File: src/rtl/tcdm_port_arbiter.sv
// tcdm_port_arbiter: round-robin sharing of one TCDM port with ID remapping through an outstanding table
module tcdm_port_arbiter #(
    parameter int unsigned NumReq = 2,
    parameter int unsigned IdWidth = 4,
    parameter int unsigned NumOutstanding = 8,
    parameter int unsigned DataWidth = 32,
    localparam int unsigned StrbWidth = DataWidth / 8,
    localparam int unsigned CntWidth = $clog2(NumOutstanding + 1),
    localparam int unsigned ReqWidth = (NumReq > 1) ? $clog2(NumReq) : 1
) (
    input  logic                                clk_i,
    input  logic                                rst_i,
    input  logic [NumReq-1:0][31:0]             req_qaddr_i,
    input  logic [NumReq-1:0]                   req_qwrite_i,
    input  logic [NumReq-1:0][3:0]              req_qamo_i,
    input  logic [NumReq-1:0][DataWidth-1:0]    req_qdata_i,
    input  logic [NumReq-1:0][StrbWidth-1:0]    req_qstrb_i,
    input  logic [NumReq-1:0][IdWidth-1:0]      req_qid_i,
    input  logic [NumReq-1:0]                   req_qvalid_i,
    output logic [NumReq-1:0]                   req_qready_o,
    output logic [NumReq-1:0][DataWidth-1:0]    req_pdata_o,
    output logic [NumReq-1:0]                   req_perror_o,
    output logic [NumReq-1:0][IdWidth-1:0]      req_pid_o,
    output logic [NumReq-1:0]                   req_pvalid_o,
    input  logic [NumReq-1:0]                   req_pready_i,
    output logic [31:0]                         data_qaddr_o,
    output logic                                data_qwrite_o,
    output logic [3:0]                          data_qamo_o,
    output logic [DataWidth-1:0]                data_qdata_o,
    output logic [StrbWidth-1:0]                data_qstrb_o,
    output logic [IdWidth-1:0]                  data_qid_o,
    output logic                                data_qvalid_o,
    input  logic                                data_qready_i,
    input  logic [DataWidth-1:0]                data_pdata_i,
    input  logic                                data_perror_i,
    input  logic [IdWidth-1:0]                  data_pid_i,
    input  logic                                data_pvalid_i,
    output logic                                data_pready_o,
    output logic [CntWidth-1:0]                 outstanding_o,
    output logic                                err_unexpected_o
);
    logic [NumOutstanding-1:0] valid;
    logic [NumOutstanding-1:0][ReqWidth-1:0] owner;
    logic [NumOutstanding-1:0][IdWidth-1:0] ids;
    logic [ReqWidth-1:0] rr_ptr, lock_req, arb_win, win, hit_owner;
    logic [IdWidth-1:0] lock_slot, free_slot, slot, hit_id;
    logic lock, locked, arb_any, full, alloc, hit_valid, hit, rel, err;
    logic [CntWidth-1:0] cnt, live;

    // Lowest valid requester overall, then overridden by the lowest one at or above the pointer.
    always_comb begin
        arb_any = 1'b0;
        arb_win = '0;
        for (int i = int'(NumReq) - 1; i >= 0; i--)
            if (req_qvalid_i[i]) begin
                arb_any = 1'b1;
                arb_win = ReqWidth'(i);
            end
        for (int i = int'(NumReq) - 1; i >= 0; i--)
            if (req_qvalid_i[i] && i >= int'(rr_ptr)) arb_win = ReqWidth'(i);
    end

    always_comb begin
        free_slot = '0;
        for (int i = int'(NumOutstanding) - 1; i >= 0; i--)
            if (!valid[i]) free_slot = IdWidth'(i);
    end

    // A stalled request keeps its requester and slot; dropping valid releases the lock.
    assign full = &valid;
    assign locked = lock && req_qvalid_i[lock_req];
    assign win = locked ? lock_req : arb_win;
    assign slot = locked ? lock_slot : free_slot;
    assign data_qvalid_o = (locked || arb_any) && !full;
    assign alloc = data_qvalid_o && data_qready_i;
    assign data_qaddr_o = req_qaddr_i[win];
    assign data_qwrite_o = req_qwrite_i[win];
    assign data_qamo_o = req_qamo_i[win];
    assign data_qdata_o = req_qdata_i[win];
    assign data_qstrb_o = req_qstrb_i[win];
    assign data_qid_o = slot;

    always_comb begin
        req_qready_o = '0;
        req_qready_o[win] = alloc;
    end

    // Out-of-range slot IDs never match an entry and fall through as unexpected.
    always_comb begin
        hit_valid = 1'b0;
        hit_owner = '0;
        hit_id = '0;
        for (int i = 0; i < int'(NumOutstanding); i++)
            if (data_pid_i == IdWidth'(i)) begin
                hit_valid = valid[i];
                hit_owner = owner[i];
                hit_id = ids[i];
            end
    end

    assign hit = data_pvalid_i && hit_valid;
    assign rel = hit && req_pready_i[hit_owner];
    assign data_pready_o = hit ? req_pready_i[hit_owner] : data_pvalid_i;
    assign req_pdata_o = {NumReq{data_pdata_i}};
    assign req_perror_o = {NumReq{data_perror_i}};

    always_comb begin
        req_pvalid_o = '0;
        req_pid_o = '0;
        req_pvalid_o[hit_owner] = hit;
        req_pid_o[hit_owner] = hit ? hit_id : '0;
    end

    always_ff @(posedge clk_i) begin
        if (rst_i) begin
            valid <= '0;
            rr_ptr <= '0;
            lock <= 1'b0;
            lock_req <= '0;
            lock_slot <= '0;
            cnt <= '0;
            err <= 1'b0;
        end else begin
            for (int i = 0; i < int'(NumOutstanding); i++) begin
                if (rel && data_pid_i == IdWidth'(i)) valid[i] <= 1'b0;
                if (alloc && slot == IdWidth'(i)) begin
                    valid[i] <= 1'b1;
                    owner[i] <= win;
                    ids[i] <= req_qid_i[win];
                end
            end
            if (alloc) rr_ptr <= (int'(win) == int'(NumReq) - 1) ? '0 : win + 1'b1;
            lock <= data_qvalid_o && !data_qready_i;
            lock_req <= win;
            lock_slot <= slot;
            cnt <= cnt + CntWidth'(alloc) - CntWidth'(rel);
            err <= err || (data_pvalid_i && !hit_valid);
        end
    end

    assign outstanding_o = cnt;
    assign err_unexpected_o = err;

    always_comb begin
        live = '0;
        for (int i = 0; i < int'(NumOutstanding); i++) live = live + CntWidth'(valid[i]);
    end

    always_ff @(posedge clk_i) begin
        if (!rst_i) begin
            assert (!(alloc && full));
            assert (cnt == live);
        end
    end
endmodule

File: config.mk
export PLATFORM = sky130hd
export DESIGN_NAME = tcdm_port_arbiter
export DESIGN_NICKNAME = d
export VERILOG_FILES = /design/src/rtl/tcdm_port_arbiter.sv
export SDC_FILE = /design/constraint.sdc
export NUM_CORES = 1
export LEC_CHECK = 0
export CAP_MARGIN = 20
export CORE_AREA = 2 2 140 142
export DETAILED_ROUTE_END_ITERATION = 7
export DIE_AREA = 0 0 142 144
export GPL_TIMING_DRIVEN = 0
export RECOVER_POWER = 100
export SYNTH_ARGS = -nofsm -noshare
export SYNTH_HDL_FRONTEND = slang
export SYNTH_SLANG_ARGS = --single-unit
File: constraint.sdc
create_clock -name clk_i -period 4.56 [get_ports clk_i]
set_input_delay 0.912 -clock clk_i [delete_from_list [all_inputs] [get_ports clk_i]]
set_output_delay 0.912 -clock clk_i [all_outputs]
set_load 0.02 [all_outputs]
==> impl_metrics.tcl <==
set metrics [dict create \
    hold_class "reg -> reg" \
    die_area_sq_mm 0.0204 \
    use_met1_pct 24.6 \
    synthCells 415 \
    grt_use_met3_pct 6.82 \
    cts.sinks 60 \
    final_cells 997 \
    use_met2_pct 29.9 \
    core_area_sq_mm 0.0191 \
    post_cts_buffers 0 \
    synth_area_leaders "edfxtp_1 (27%), mux2_2 (20%), buf_4 (11%)" \
    place_congestion 0.889 \
    required_ns 3.65 \
    crit_path_max_fanout 10 \
    start_util_pct 23.3 \
    track_usage_pct 19.0 \
    setup_viol 0 \
    ios 361 \
    path_class "in -> out" \
    mappedNetlistNets 619 \
    drc_errors 0 \
    port_buffers 326 \
    final_nets 956 \
    drtIter0Drc 279 \
    cts_root_buf "clkbuf_16" \
    slew_headroom_pct 42.2 \
    ys_warn_count 0 \
    grt_busiest_layer "met2" \
    grt_pass1_vias 4491 \
    grt_pass1_wl_microns 28200 \
    routed_wl_microns 20700 \
    start_kind "input port" \
    area_growth_pct 86.8 \
    min_path_cells 2 \
    r2r_slack_ns 1.68 \
    drv_cap 0 \
    min_from "err_unexpected_o" \
    ys_seq_elements 60 \
    crit_family "buffers and inverters" \
    avgSynthCellArea_sq_um 10.7 \
    ys.flop_type "edfxtp_1" \
    rsz0062_at_grt "false" \
    routedWlPerCell_microns 20.7 \
    cts.clk_slew.worst_paths_ns 0.06 \
    postCtsHoldBufs 0 \
    ir_drop_mv 0.173 \
    num_rows 51 \
    ant_nets 0 \
    finalHoldViolations 0 \
    r2r_cells 11 \
    htreeDepth 3 \
    tightest_slew_ns 0.860 \
    status "finished, final reports clean" \
    dr.pass1.iters 6 \
    r2r-start "owner[5]" \
    synth-edff-count 40 \
    min_period_over_period_pct 98.1 \
    die_x_microns 142 \
    crit_cells 6 \
    syn-cell-area_sq_mm 0.00444 \
    cts_buffers 9 \
    grt_max_degree 18 \
    slowest_stage "dlygate4sd3_1" \
    post-dp-hpwl_microns 17700 \
    overflow 0 \
    end_kind "primary output" \
    die_y_microns 144 \
    tns_ns 0 \
    slowest_delay_ns 0.66 \
    cts_tree "done" \
    synthArstFlopShare_pct 0 \
    finClkSkew_ns 0.0114 \
    fmax_mhz 224 \
    cp.arrival_ns 3.56 \
    synth_top_area_share_pct 27.0 \
    grt_antenna_before_repair 7 \
    r2r-end "outstanding_o[3]" \
    hold_end "err_unexpected_o" \
    layout-drive-gt1-share_pct 25.5 \
    layout_common_cells "clkdlybuf4s50_1 (181), dlygate4sd3_1 (140), mux2_2 (72)" \
    finalCriticalPeriod_ns 4.47 \
    crit_chain "clkdlybuf4s50_1 > a21boi_0 > clkbuf_2 > clkbuf_1 > mux2_2 > dlygate4sd3_1" \
    clockBufferDepth 2 \
    vias 4566 \
    placed_cells 979 \
    layout_commonest_cell "clkdlybuf4s50_1" \
    synth_area_leader_cell "edfxtp_1" \
    seq_area_frac_synth_pct 36.1 \
    p_leak_nw 3.15 \
    critPathBufInv 4 \
    routed_via_density 4.58 \
    clk_latency_ns 0.33 \
    ys_types 68 \
    p_per_area_mw_per_mm2 244 \
    slew_violations 0 \
]
cell usage after synthesis, types with 3 or more instances:
| library cell | count |
|---|---|
| o32ai_1 | 8 |
| nor3_1 | 11 |
| a2bb2oi_1 | 3 |
| edfxtp_1 | 40 |
| mux2_2 | 78 |
| a2111oi_1 | 5 |
| nand2b_1 | 15 |
| nor2_1 | 16 |
| mux2i_1 | 4 |
| nor2b_1 | 5 |
| buf_6 | 5 |
| or2b_2 | 4 |
| and2_1 | 4 |
| a31oi_1 | 4 |
| buf_4 | 66 |
| clkbuf_8 | 3 |
| nand4_1 | 3 |
| o21ai_0 | 5 |
| a21oi_1 | 17 |
| inv_1 | 13 |
| a211oi_1 | 3 |
| ha_1 | 4 |
| dfxtp_1 | 20 |
| nand2_1 | 11 |
| nand4b_1 | 4 |
| clkbuf_1 | 12 |
| nand3_1 | 3 |
stage by stage:
step	hold slack, ns	total power, mW	cell area, sq um	worst slack, ns	utilization (%)
after global routing	0.475	2.11	8290	0.0123	43.5
after detailed placement	0.452	1.41	8000	-0.402	41.9
after floorplan	0.432	1.00	4440	1.14	-
after global placement	0.440	1.41	8000	-0.368	41.9
after CTS	0.461	2.08	8310	0.00647	43.6
final	0.462	2.03	8290	0.0869	43.5
sequential cells by signal, summed over array words and instances (netlist names):
name              flops
rr_ptr                1
lock                  1
lock_req              1
lock_slot             4
valid                 8
ids                  32
outstanding_o         4
owner                 8
err_unexpected_o      1
worst register-to-register path, delay by kind of cell, from the launching register on:
family / cells / cell delay, ns
fa+ha+maj: 2 / 0.47
simple gates: 1 / 0.06
flops: 1 / 0.36
xor+xnor: 1 / 0.14
compound gates: 5 / 1.38
buf+inv: 1 / 0.07
mux: 1 / 0.30
worst max path at each step:
stage,startpoint,end
global placement,req_qvalid_i[1],data_qstrb_o[2]
floorplan,data_pid_i[3],req_pid_o[2]
CTS,data_pid_i[1],data_pready_o
finish,req_qvalid_i[1],data_qdata_o[14]
detailed placement,req_qvalid_i[1],data_qstrb_o[2]
global route,req_qvalid_i[1],data_qdata_o[14]
per-layer routing:
layer | part of all wire, % | vias up
met4 | 2.4 | 6
met3 | 9.9 | 26
met2 | 46 | 292
met1 | 41 | 2116
li1 | - | 2126
met5 | 0.18 | -
cell type report:
cell class                 count  area (sq um)
antenna                        2          5.00
multi-input combinational    252          2140
inverter                      16          60.1
tap                          238           298
clock inverter                 6          65.1
fill                        1791         10800
clock buffer                  10           229
timing repair buffer         326          3250
buffer                        87           652
sequential                    60          1600
kinds of logic (layout without fill, tap and decap cells):
kind of cell / after synthesis / in the layout / share of synthesized area, %
other cells: 0 / 2 / 0
flops: 60 / 60 / 36.1
compound gates: 69 / 69 / 12.1
mux: 84 / 84 / 21.7
xor+xnor: 3 / 3 / 0.592
buf+inv: 103 / 445 / 15.8
simple gates: 91 / 91 / 12.1
fa+ha+maj: 5 / 5 / 1.58
power breakdown:
part	switching [mW]	total (mW)	internal (mW)
Combinational	0.348	0.752	0.404
Sequential	0.0105	0.612	0.601
Clock	0.242	0.664	0.422
Total	0.600	2.03	1.43
timing repair:
item | 4_1_cts | 5_1_grt
setup endpoints to repair | 54 | 9
resized for setup | 10 | 8
hold endpoints to repair | 0 | 0
Note: power is estimated with default switching activity, not from simulation.
